**src/rtl/uart_tx_dev.sv**
```systemverilog
// Memory-mapped 8N1 UART transmitter (bridge device DEV2) with byte FIFO and drain interrupt.
// Optional parity stage is built when UART_TX_PARITY_EN is defined.
module uart_tx_dev #(
   parameter int unsigned FIFO_DEPTH = 4,
   parameter logic [15:0] DIV_RESET  = 16'd434
) (
   input  logic        clk,
   input  logic        reset,
   input  logic [31:0] DEV_Addr,
   input  logic [31:0] DEV_WD,
   input  logic        DEV2_WE,
   output logic [31:0] DEV2_RD,
   output logic        intrp2,
   output logic        tx
);

   localparam int unsigned AW = $clog2(FIFO_DEPTH);
   localparam int unsigned CW = AW + 1;

   typedef enum logic [2:0] {
      S_IDLE,
      S_START,
      S_DATA,
      S_PARITY,
      S_STOP
   } state_t;

   state_t            r_state;
   state_t            w_next;

   logic [7:0]        r_mem [FIFO_DEPTH];
   logic [AW-1:0]     r_wptr;
   logic [AW-1:0]     r_rptr;
   logic [CW-1:0]     r_count;
   logic              r_ovf;
   logic [2:0]        r_ctrl;
   logic [15:0]       r_div;
   logic [15:0]       r_div_lat;
   logic [15:0]       r_cnt;
   logic [2:0]        r_bitidx;
   logic [7:0]        r_shift;
   logic              r_par;
   logic              r_intrp;

   logic [1:0]        w_sel;
   logic              w_wr_data;
   logic              w_wr_ctrl;
   logic              w_wr_stat;
   logic              w_wr_div;
   logic              w_full;
   logic              w_empty;
   logic              w_busy;
   logic              w_push;
   logic              w_pop;
   logic [15:0]       w_div_eff;
   logic              w_bit_end;
   logic [4:0]        w_count5;
   logic              w_tx;
   logic              w_unused;

   assign w_sel     = DEV_Addr[3:2];
   assign w_wr_data = DEV2_WE && (w_sel == 2'd0);
   assign w_wr_ctrl = DEV2_WE && (w_sel == 2'd1);
   assign w_wr_stat = DEV2_WE && (w_sel == 2'd2);
   assign w_wr_div  = DEV2_WE && (w_sel == 2'd3);

   assign w_full    = (r_count == CW'(FIFO_DEPTH));
   assign w_empty   = (r_count == '0);
   assign w_busy    = (r_state != S_IDLE);
   assign w_push    = w_wr_data && !w_full;
   assign w_pop     = (r_state == S_IDLE) && r_ctrl[0] && !w_empty;
   assign w_div_eff = (r_div == 16'd0) ? 16'd1 : r_div;
   assign w_bit_end = (r_cnt == r_div_lat - 16'd1);
   assign w_count5  = 5'(r_count);
   assign w_unused  = ^{DEV_Addr[31:4], DEV_Addr[1:0], DEV_WD[31:16]};

   // Register file and FIFO bookkeeping
   always_ff @(posedge clk or posedge reset) begin
      if (reset) begin
         r_ctrl  <= '0;
         r_div   <= DIV_RESET;
         r_ovf   <= 1'b0;
         r_wptr  <= '0;
         r_rptr  <= '0;
         r_count <= '0;
      end else begin
         if (w_wr_ctrl) begin
`ifdef UART_TX_PARITY_EN
            r_ctrl <= DEV_WD[2:0];
`else
            r_ctrl <= {1'b0, DEV_WD[1:0]};
`endif
         end
         if (w_wr_div)
            r_div <= DEV_WD[15:0];
         if (w_wr_data && w_full)
            r_ovf <= 1'b1;
         else if (w_wr_stat)
            r_ovf <= 1'b0;
         if (w_push)
            r_wptr <= AW'(r_wptr + 1'b1);
         if (w_pop)
            r_rptr <= AW'(r_rptr + 1'b1);
         case ({w_push, w_pop})
            2'b10:   r_count <= r_count + 1'b1;
            2'b01:   r_count <= r_count - 1'b1;
            default: r_count <= r_count;
         endcase
      end
   end

   always_ff @(posedge clk) begin
      if (w_push)
         r_mem[r_wptr] <= DEV_WD[7:0];
   end

   // Divisor is latched per bit so a DIV write only lands on the next bit boundary
   always_ff @(posedge clk or posedge reset) begin
      if (reset) begin
         r_shift   <= '0;
         r_par     <= 1'b0;
         r_cnt     <= '0;
         r_div_lat <= 16'd1;
         r_bitidx  <= '0;
      end else if (w_pop) begin
         r_shift   <= r_mem[r_rptr];
         r_par     <= ^r_mem[r_rptr];
         r_cnt     <= '0;
         r_div_lat <= w_div_eff;
         r_bitidx  <= '0;
      end else if (w_busy) begin
         if (w_bit_end) begin
            r_cnt     <= '0;
            r_div_lat <= w_div_eff;
            if (r_state == S_DATA) begin
               r_shift  <= {1'b0, r_shift[7:1]};
               r_bitidx <= r_bitidx + 3'd1;
            end
         end else begin
            r_cnt <= r_cnt + 16'd1;
         end
      end
   end

   always_ff @(posedge clk or posedge reset) begin
      if (reset)
         r_state <= S_IDLE;
      else
         r_state <= w_next;
   end

   always_comb begin
      w_next = r_state;
      case (r_state)
         S_IDLE:   if (w_pop) w_next = S_START;
         S_START:  if (w_bit_end) w_next = S_DATA;
         S_DATA: begin
            if (w_bit_end && (r_bitidx == 3'd7)) begin
`ifdef UART_TX_PARITY_EN
               w_next = S_PARITY;
`else
               w_next = S_STOP;
`endif
            end
         end
         S_PARITY: if (w_bit_end) w_next = S_STOP;
         S_STOP:   if (w_bit_end) w_next = S_IDLE;
         default:  w_next = S_IDLE;
      endcase
   end

   always_comb begin
      w_tx = 1'b1;
      case (r_state)
         S_START:  w_tx = 1'b0;
         S_DATA:   w_tx = r_shift[0];
`ifdef UART_TX_PARITY_EN
         S_PARITY: w_tx = r_par ^ r_ctrl[2];
`endif
         default:  w_tx = 1'b1;
      endcase
   end

   assign tx = w_tx;

   always_ff @(posedge clk or posedge reset) begin
      if (reset)
         r_intrp <= 1'b0;
      else
         r_intrp <= r_ctrl[1] & w_empty & ~w_busy;
   end

   assign intrp2 = r_intrp;

   always_comb begin
      DEV2_RD = '0;
      case (w_sel)
         2'd1:    DEV2_RD = {29'd0, r_ctrl};
         2'd2:    DEV2_RD = {23'd0, w_count5, r_ovf, w_empty, w_full, w_busy};
         2'd3:    DEV2_RD = {16'd0, r_div};
         default: DEV2_RD = '0;
      endcase
   end

endmodule

```
**config.mk**
```make
export PLATFORM = sky130hd
export DESIGN_NAME = uart_tx_dev
export DESIGN_NICKNAME = d
export VERILOG_FILES = /design/src/rtl/uart_tx_dev.sv
export SDC_FILE = /design/constraint.sdc
export NUM_CORES = 1
export LEC_CHECK = 0
export CAP_MARGIN = 30
export CORE_MARGIN = 8
export CORE_UTILIZATION = 40
export DETAILED_ROUTE_END_ITERATION = 10
export PLACE_DENSITY = 0.61
export SKIP_LAST_GASP = 1
export SLEW_MARGIN = 20
export SYNTH_ARGS = -nofsm -noshare
export SYNTH_HDL_FRONTEND = slang
export SYNTH_SLANG_ARGS = --single-unit
```
**constraint.sdc**
```tcl
create_clock -name clk -period 5 [get_ports clk]
set_clock_uncertainty 0.15 [all_clocks]
set_input_delay 1 -clock clk [delete_from_list [all_inputs] [get_ports clk]]
set_output_delay 1 -clock clk [all_outputs]
set_load 0.01 [all_outputs]
```
==> out/results.ini, run 1 <==
[drt]
dr.pass1.iters = 4
drtIter0Drc = 121
drc = 0
wl_um = 10600
num_vias = 3359
viasPerCell = 5.18
wl_per_cell_um = 16.4
ant_nets = 0

[floorplan]
placementRows = 42
dieArea_um2 = 17000
coreArea_um2 = 13000
num_io_pins = 101
start_util_pct = 40.2
die_y_um = 130
fp.dieW_um = 130

[clock_network]
cts_num_sinks = 105
cts_resized = 0
htree_levels = 3
postCtsSetupBuffers = 0
numCtsBuffers = 9
clk-insertion-delay-late_ns = 0.35
cts_root_buf = clkbuf_16
postCtsHoldBufs = 0
clkTransAtPathRegs_ns = 0.08
cts_max_path_buffers = 2
cts_tree = done

[power]
ir_drop_mv = 0.183
p_total_mw = 3.00
power_density_nw_per_um2 = 497
p_leak_nw = 2.45

[finish]
syn2layout_area_growth_pct = 15.2
num_antenna_cells = 0
layout.nets = 544
layout-drive-gt1-share_pct = 15.3

[global_route]
grt_pass1_wl_um = 17300
gr-total-overflow = 0
use_met2_pct = 21.0
grt_antenna_before_repair = 0
grt_pass1_vias = 3300
grt_max_degree = 35
grt_usage_pct = 13.0
busiest_layer = met2
use_met3_pct = 1.70
use_met1_pct = 17.0

[synth]
yosys-top-cells-count = dfrtp_1, edfxtp_1, nor2_1
avgSynthCellArea_um2 = 12.1
ys_top_cells_by_area = dfrtp_1, edfxtp_1, mux2_2
synth_area_um2 = 5240
ys_types = 56
ys_async_sr_fraction_pct = 69.5
yosys.cell_count.top_type = dfrtp_1
synthFlopType = dfrtp_1
synth_edf_count = 32
synth_top_area_cell = dfrtp_1
ys_seq_area_share_pct = 53.3
ys_ff_latch = 105
synth_top_area_share_pct = 32.0
yosysWarnings = 0
syn_inst = 434

[place]
numPortBuffers = 38
hpwl_um = 7680
gp_congestion = 0.778

[setup_path]
cp_common_cell = mux2_2
cp.buffers_inverters = 0
critPathLaunchType = flop
crit_chain = or4_1 > or3_1 > mux2_2 > mux2i_1 > o22a_1 > or4b_1 > a21oi_4 > mux2_2
r2r_cells = 8
crit_slowest_cell = or4b_1
critical_path.top_delay_family = simple AND/OR/NAND/NOR gates
worstPathArrival_ns = 4.27
slowest_delay_ns = 0.74
critPathMaxFanout = 18
reg2reg_to = r_div_lat[14]
setup.worst_path.end_class = flop
path_class = flop to flop
r2r_slack_ns = 0.82
worstPathRequired_ns = 5.09
r2r_start = r_div_lat[3]

[sta]
min_period_over_period_pct = 83.6
tns_ns = 0
finalMaxSlewViolations = 0
fmax_mhz = 239
slew-limit-headroom_pct = 40.2
hold_viol = 0
min_period_ns = 4.18
tightest_slew_ns = 0.895
rsz0062_at_grt = no
setup_viol = 0

[worst_hold_path]
min_from = r_ctrl[1]
hold_path.class = flop to flop
min_path_cells = 1
whs_endpoint = r_ctrl[1]

[flow_run]
maxCapViolCount = 0

[status]
outcome = complete, no violations

-- metrics by stage --
step | util [%] | setup WS [ns] | instances | hold slack, ns | instance area (um^2)
6_report | 46.3 | 0.818 | 648 | 0.369 | 6040
2_1_floorplan | - | 1.44 | 449 | 0.319 | 5300
5_1_grt | 46.3 | 0.616 | 648 | 0.398 | 6040
4_1_cts | 46.3 | 0.813 | 648 | 0.370 | 6040
3_3_place_gp | 44.0 | 0.836 | 632 | 0.338 | 5730
3_5_place_dp | 44.0 | 0.824 | 632 | 0.352 | 5730
-- sequential cells by signal, indices dropped and copies added (netlist names), 3 cells and up --
signal	flops
r_mem	32
r_cnt	16
r_div	16
r_div_lat	16
r_shift	8
r_bitidx	3
r_count	3
r_state	3
-- area by class of cell --
| cell class | instances | area (um^2) |
|---|---|---|
| fillers | 1213 | 6990 |
| clock inverters | 7 | 86.3 |
| repair buffers | 44 | 425 |
| multi-input cells | 294 | 2240 |
| clock buffers | 9 | 225 |
| inverters | 13 | 48.8 |
| flip-flops and latches | 105 | 2800 |
| well taps | 176 | 220 |
-- per-layer routing --
metal  share of wire (%)  wire length (um)
met4                 2.1               225
met2                  47              4960
met5                   0                 0
met3                 3.2               335
met1                  48              5100
-- cells in the final DEF, fill, tap and decap left out, drive strengths merged, types with 8 or more instances in the layout --
cell type,n
dfrtp,67
clkdlybuf4s50,38
mux2,36
edfxtp,32
nor2,31
nand2,22
xnor2,21
inv,18
xor2,17
conb,16
and3,15
o21ai,10
nand3,9
ha,9
clkbuf,9
mux2i,8
mux4,8
nor4,8
-- where the power goes --
part           switching [mW]  internal (mW)
combinational           0.430          0.500
clock                   0.359          0.362
sequential              0.253           1.10
total                    1.04           1.96
-- kinds of logic (layout without fill, tap and decap cells) --
logic type               after synthesis  after routing  synth area share (%)
other                                  1             16                0.0715
AO/OA/AOI/OAI                         49             49                  6.73
AND/OR/NAND/NOR                      129            129                  13.2
adder cells (fa/ha/maj)               10             10                  2.53
buffers and inverters                 50             73                  5.06
XOR/XNOR                              38             38                  6.35
flip-flops                           105            105                  53.3
multiplexers                          52             52                  12.7
-- worst max-delay path by stage --
stage,to,slack [ns],startpoint,cells after the start
after global placement,r_div_lat[12],0.84,r_div_lat[3],8
final,r_div_lat[14],0.82,r_div_lat[3],8
after CTS,r_div_lat[12],0.81,r_div_lat[3],8
after floorplan,r_div_lat[15],1.44,r_div_lat[3],11
after detailed placement,r_div_lat[10],0.82,r_div_lat[3],8
after global routing,r_div_lat[13],0.62,r_div_lat[3],8
Power figures use the tool's default switching activity.
==> run 2, diff against run 1 <==
Clock period 5 ns to 4.15 ns, I/O delays scaled along.
==> out/results.ini, run 2 (synthesized netlist as in run 1, its figures left out) <==
[status]
outcome = complete, no violations  ; unchanged

[finish]
layout_common_cells = dfrtp_1, clkdlybuf4s50_1, edfxtp_1, nor2_1, mux2_2  ; unchanged
num_antenna_cells = 0  ; unchanged
largest_reg_flops = 32  ; unchanged
regMostFlops = r_mem  ; unchanged
syn2layout_area_growth_pct = 15.9  ; was 15.2%
layout.nets = 548  ; was 544
layout-drive-gt1-share_pct = 16.0  ; was 15.3%
mostFrequentLayoutCell = dfrtp_1  ; unchanged

[global_route]
grt_pass1_vias = 3344  ; was 3300
grt_pass1_wl_um = 17400  ; was 17300 um
grt_usage_pct = 13.0  ; about the same
grt_antenna_before_repair = 0  ; unchanged
gr-total-overflow = 0  ; unchanged
grt_max_degree = 34  ; was 35

[drt]
drtIter0Drc = 108  ; was 121
wl_per_cell_um = 16.1  ; was 16.4 um
wl_um = 10500  ; was 10600 um
drc = 0  ; unchanged
viasPerCell = 5.06  ; was 5.18
dr.pass1.iters = 4  ; unchanged
num_vias = 3298  ; was 3359
ant_nets = 0  ; unchanged

[setup_path]
critPathMaxFanout = 17  ; was 18
worstPathArrival_ns = 3.88  ; was 4.27 ns
crit_chain = or4_1 > or3_1 > mux2_2 > mux2i_1 > o22a_1 > or4b_1 > a21oi_4 > buf_12 > mux2_2  ; was or4_1 > or3_1 > mux2_2 > mux2i_1 > o22a_1 > or4b_1 > a21oi_4 > mux2_2
crit_slowest_cell = or4_1  ; was or4b_1
path_class = flop to flop  ; unchanged
slowest_delay_ns = 0.69  ; was 0.74 ns
cp_common_cell = mux2_2  ; unchanged
setup.worst_path.end_class = flop  ; unchanged
worstPathRequired_ns = 4.23  ; was 5.09 ns
critPathLaunchType = flop  ; unchanged

[sta]
tns_ns = 0  ; unchanged
setup_viol = 0  ; unchanged
tightest_slew_ns = 0.721  ; was 0.895 ns
slew-limit-headroom_pct = 51.8  ; was 40.2%
rsz0062_at_grt = no  ; unchanged
finalMaxSlewViolations = 0  ; unchanged
min_period_over_period_pct = 91.5  ; was 83.6%
hold_viol = 0  ; unchanged
fmax_mhz = 263  ; was 239 MHz
min_period_ns = 3.80  ; was 4.18 ns

[floorplan]
num_io_pins = 101  ; unchanged
die_y_um = 130  ; unchanged
coreArea_um2 = 13000  ; unchanged
fp.dieW_um = 130  ; unchanged
placementRows = 42  ; unchanged
start_util_pct = 40.2  ; unchanged
dieArea_um2 = 17000  ; unchanged

[place]
hpwl_um = 7630  ; was 7680 um
numPortBuffers = 38  ; unchanged
gp_congestion = 0.809  ; was 0.778

[clock_network]
cts_root_buf = clkbuf_16  ; unchanged
cts_max_path_buffers = 2  ; unchanged
cts_num_sinks = 105  ; unchanged
numCtsBuffers = 9  ; unchanged
postCtsSetupBuffers = 0  ; unchanged
clkTransAtPathRegs_ns = 0.07  ; was 0.08 ns
clk-insertion-delay-late_ns = 0.35  ; about the same
htree_levels = 3  ; unchanged
postCtsHoldBufs = 0  ; unchanged
cts_tree = done  ; unchanged
cts_resized = 0  ; unchanged

[flow_run]
maxCapViolCount = 0  ; unchanged

[power]
power_density_nw_per_um2 = 594  ; was 497 nW/um^2
ir_drop_mv = 0.270  ; was 0.183 mV
p_total_mw = 3.61  ; was 3.00 mW
p_leak_nw = 2.47  ; was 2.45 nW

[worst_hold_path]
hold_path.class = flop to flop  ; unchanged

[run 2: cell count changes in the layout (fill, tap and decap cells not counted)]
cell | before | now
buf_12 | 0 | 1
buf_4 | 6 | 9
clkinv_4 | 0 | 2
inv_12 | 1 | 0
inv_6 | 3 | 2
[run 2: path summary, 6_finish.rpt]
path                                    start  slack [ns]            end  cells after the start
worst max-delay path             r_div_lat[3]        0.35  r_div_lat[12]                      9
worst min-delay path            r_div_lat[15]        0.36  r_div_lat[15]                      1
worst max register to register   r_div_lat[3]        0.35  r_div_lat[12]                      9
worst min register to register  r_div_lat[15]        0.36  r_div_lat[15]                      1
max in group asynchronous               reset        2.24       r_div[7]                      3
min in group asynchronous               reset        0.76     r_shift[4]                      2
[run 2: cell type report]
cell class / count / area (um^2)
Clock inverter: 7 / 78.8
Timing Repair Buffer: 48 / 468
Clock buffer: 9 / 225
Fill cell: 1202 / 6960
Inverter: 13 / 48.8
Sequential cell: 105 / 2800
Tap cell: 176 / 220
Multi-Input combinational cell: 294 / 2240
[run 2: layer usage]
layer | part of all wire [%] | global-route usage, %
met3 | 3.4 | 1.91
met2 | 48 | 20.6
met4 | 0.18 | 4.59
met1 | 48 | 17.7
met5 | 0 | 0
[run 2: per-stage QoR]
step / hold WS (ns) / cell area [um^2] / utilization, % / std cells / setup WS, ns
floorplan: 0.319 / 5300 / - / 449 / 0.587
global placement: 0.338 / 5770 / 44.3 / 636 / 0.367
detailed placement: 0.345 / 5770 / 44.3 / 636 / 0.371
CTS: 0.362 / 6070 / 46.6 / 652 / 0.346
global route: 0.382 / 6070 / 46.6 / 652 / 0.215
finish: 0.357 / 6070 / 46.6 / 652 / 0.352
[run 2: where the power goes]
group / switching [mW] / internal, mW / total, mW / leakage, nW
Clock: 0.416 / 0.428 / 0.845 / 0.148
Sequential: 0.295 / 1.32 / 1.62 / 1.18
Combinational: 0.522 / 0.622 / 1.14 / 1.14
Total: 1.23 / 2.37 / 3.61 / 2.47
[run 2: worst max-delay path, delay by kind of cell (launching register included)]
family / cells / cell delay (ns)
compound gates: 2 / 0.50
buf+inv: 1 / 0.20
flops: 1 / 0.47
mux: 3 / 0.65
simple gates: 3 / 1.73
==> run 3, diff against run 2 <==
Settings changed: CORE_UTILIZATION 40 to 23, PLACE_DENSITY 0.61 to 0.39, RECOVER_POWER set to 100.
==> out/results.ini, run 3 (synthesized netlist as in run 1, its figures left out) <==
[sta]
fmax_mhz = 260  ; was 263 MHz
tns_ns = 0  ; unchanged
finalMaxSlewViolations = 0  ; unchanged
rsz0062_at_grt = no  ; unchanged
tightest_slew_ns = 1.31  ; was 0.721 ns
setup_viol = 0  ; unchanged
slew-limit-headroom_pct = 12.3  ; was 51.8%
hold_viol = 0  ; unchanged
min_period_ns = 3.85  ; was 3.80 ns
min_period_over_period_pct = 92.7  ; was 91.5%

[power]
ir_drop_mv = 0.216  ; was 0.270 mV
netSwitchingFraction_pct = 34.9  ; was 34.2%
power_density_nw_per_um2 = 584  ; was 594 nW/um^2
p_leak_nw = 2.48  ; was 2.47 nW
pwr-share-seq_pct = 45.2  ; was 44.9%
p_total_mw = 3.61  ; about the same
clkPwrFrac_pct = 23.9  ; was 23.4%
switching_power_mw = 1.26  ; was 1.23 mW
p_int_mw = 2.35  ; was 2.37 mW
combPwrFrac_pct = 31.0  ; was 31.7%

[flow_run]
maxCapViolCount = 0  ; unchanged

[clock_network]
cts_root_buf = clkbuf_16  ; unchanged
htree_levels = 3  ; unchanged
postCtsHoldBufs = 0  ; unchanged
clkTransAtPathRegs_ns = 0.08  ; was 0.07 ns
cts_tree = done  ; unchanged
postCtsSetupBuffers = 0  ; unchanged
cts_max_path_buffers = 2  ; unchanged
cts_num_sinks = 105  ; unchanged
clk-insertion-delay-late_ns = 0.35  ; about the same
cts_resized = 0  ; unchanged
numCtsBuffers = 9  ; unchanged

[setup_path]
critPathLaunchType = input port  ; was flop
crit_slowest_cell = clkdlybuf4s50_1  ; was or4_1
worstPathArrival_ns = 2.87  ; was 3.88 ns
worstPathRequired_ns = 3.17  ; was 4.23 ns
slowest_delay_ns = 0.58  ; was 0.69 ns
setup.worst_path.end_class = primary output  ; was flop
critPathMaxFanout = 19  ; was 17
cp_common_cell = clkdlybuf4s50_1  ; was mux2_2
critical_path.top_delay_family = buffers and inverters  ; was simple AND/OR/NAND/NOR gates
path_class = input port to primary output  ; was flop to flop
cp.buffers_inverters = 3  ; was 1
crit_chain = clkdlybuf4s50_1 > clkbuf_1 > nand2_1 > o21ai_0 > clkdlybuf4s50_1  ; was or4_1 > or3_1 > mux2_2 > mux2i_1 > o22a_1 > or4b_1 > a21oi_4 > buf_12 > mux2_2

[finish]
mostFrequentLayoutCell = dfrtp_1  ; unchanged
layout-drive-gt1-share_pct = 14.5  ; was 16.0%
num_antenna_cells = 0  ; unchanged
multi_input_area_um2 = 2230  ; was 2240 um^2
final_cell_count_no_fill = 760  ; was 652
largest_reg_flops = 32  ; unchanged
regMostFlops = r_mem  ; unchanged
fin_area_um2 = 6180  ; was 6070 um^2
final-seq-area_um2 = 2800  ; unchanged
final.fill_count = 2317  ; was 1202
layout.nets = 547  ; was 548
syn2layout_area_growth_pct = 17.9  ; was 15.9%
layout_common_cells = dfrtp_1, edfxtp_1, nor2_1, mux2_2, dlygate4sd3_1  ; was dfrtp_1, clkdlybuf4s50_1, edfxtp_1, nor2_1, mux2_2

[drt]
wl_um = 11800  ; was 10500 um
drtIter0Drc = 198  ; was 108
ant_nets = 0  ; unchanged
drc = 0  ; unchanged
wl_per_cell_um = 15.5  ; was 16.1 um
viasPerCell = 4.31  ; was 5.06
num_vias = 3276  ; was 3298
dr.pass1.iters = 4  ; unchanged

[global_route]
grt_usage_pct = 8.79  ; was 13.0%
grt_antenna_before_repair = 0  ; unchanged
gr-total-overflow = 0  ; unchanged
grt_pass1_wl_um = 19300  ; was 17400 um
grt_pass1_vias = 3325  ; was 3344
grt_max_degree = 42  ; was 34

[floorplan]
dieArea_um2 = 27900  ; was 17000 um^2
die_y_um = 167  ; was 130 um
fp.dieW_um = 167  ; was 130 um
placementRows = 55  ; was 42
coreArea_um2 = 22500  ; was 13000 um^2
num_io_pins = 101  ; unchanged
start_util_pct = 23.3  ; was 40.2%

[place]
dp.cells = 744  ; was 636
numPortBuffers = 38  ; unchanged
gp_congestion = 0.752  ; was 0.809
hpwl_um = 8460  ; was 7630 um
post_dp_cell_area_um2 = 5910  ; was 5770 um^2

[worst_hold_path]
hold_path.class = flop to flop  ; unchanged

[status]
outcome = complete, no violations  ; unchanged

==> run 3: cell count changes in the layout (fill, tap and decap cells not counted), sizes merged <==
cell / previous run / this run
buf: 10 / 4
clkbuf: 9 / 14
clkdlybuf4s50: 38 / 13
clkinv: 4 / 3
clkinvlp: 0 / 2
dlygate4sd3: 0 / 25
inv: 16 / 15
==> run 3: layer usage <==
layer / wire [um] / GRT usage, %
met1: 5870 / 12.3
met2: 5230 / 12.8
met3: 502 / 1.77
met4: 212 / 4.00
met5: 0 / 0
==> run 3: cell type report <==
cell class	instances	share of cell area [%]
sequential	105	45.2
clock buffer	9	3.64
timing repair buffer	47	7.17
clock inverter	7	1.36
tap	285	5.77
inverter	13	0.790
multi-input combinational	294	36.0
==> run 3: worst paths after layout <==
check                           cells past startpoint  slack, ns          from       endpoint
worst max register to register                      9       0.32  r_div_lat[3]  r_div_lat[10]
worst min register to register                      1       0.37     r_ctrl[1]      r_ctrl[1]
min in group asynchronous                           2       1.15         reset     r_state[2]
worst min-delay path                                1       0.37     r_ctrl[1]      r_ctrl[1]
worst max-delay path                                5       0.30   DEV_Addr[3]     DEV2_RD[1]
max in group asynchronous                           3       1.02         reset   r_div_lat[5]
==> run 3: worst reg2reg max path: cells and delay by family (launching register included) <==
| kind | cells | cell delay [ns] |
|---|---|---|
| multiplexers | 3 | 0.67 |
| flip-flops | 1 | 0.46 |
| buffers and inverters | 1 | 0.24 |
| AO/OA/AOI/OAI | 2 | 0.50 |
| AND/OR/NAND/NOR | 3 | 1.71 |
==> run 3: per-stage QoR <==
step / worst slack (ns) / hold slack [ns] / utilization [%]
after detailed placement: 0.380 / 0.354 / 26.3
after CTS: 0.361 / 0.373 / 27.6
final: 0.304 / 0.369 / 27.5
after global placement: 0.408 / 0.338 / 26.3
after floorplan: 0.587 / 0.319 / -
after global routing: 0.115 / 0.388 / 27.5
==> run 3: power groups by stage <==
stage,Clock (mW),Sequential [mW],Combinational (mW)
CTS,0.896,1.64,1.17
finish,0.861,1.63,1.12
detailed placement,0,1.66,1.16
global placement,0,1.65,1.15
floorplan,0,1.49,0.983
global route,0.934,1.69,1.26
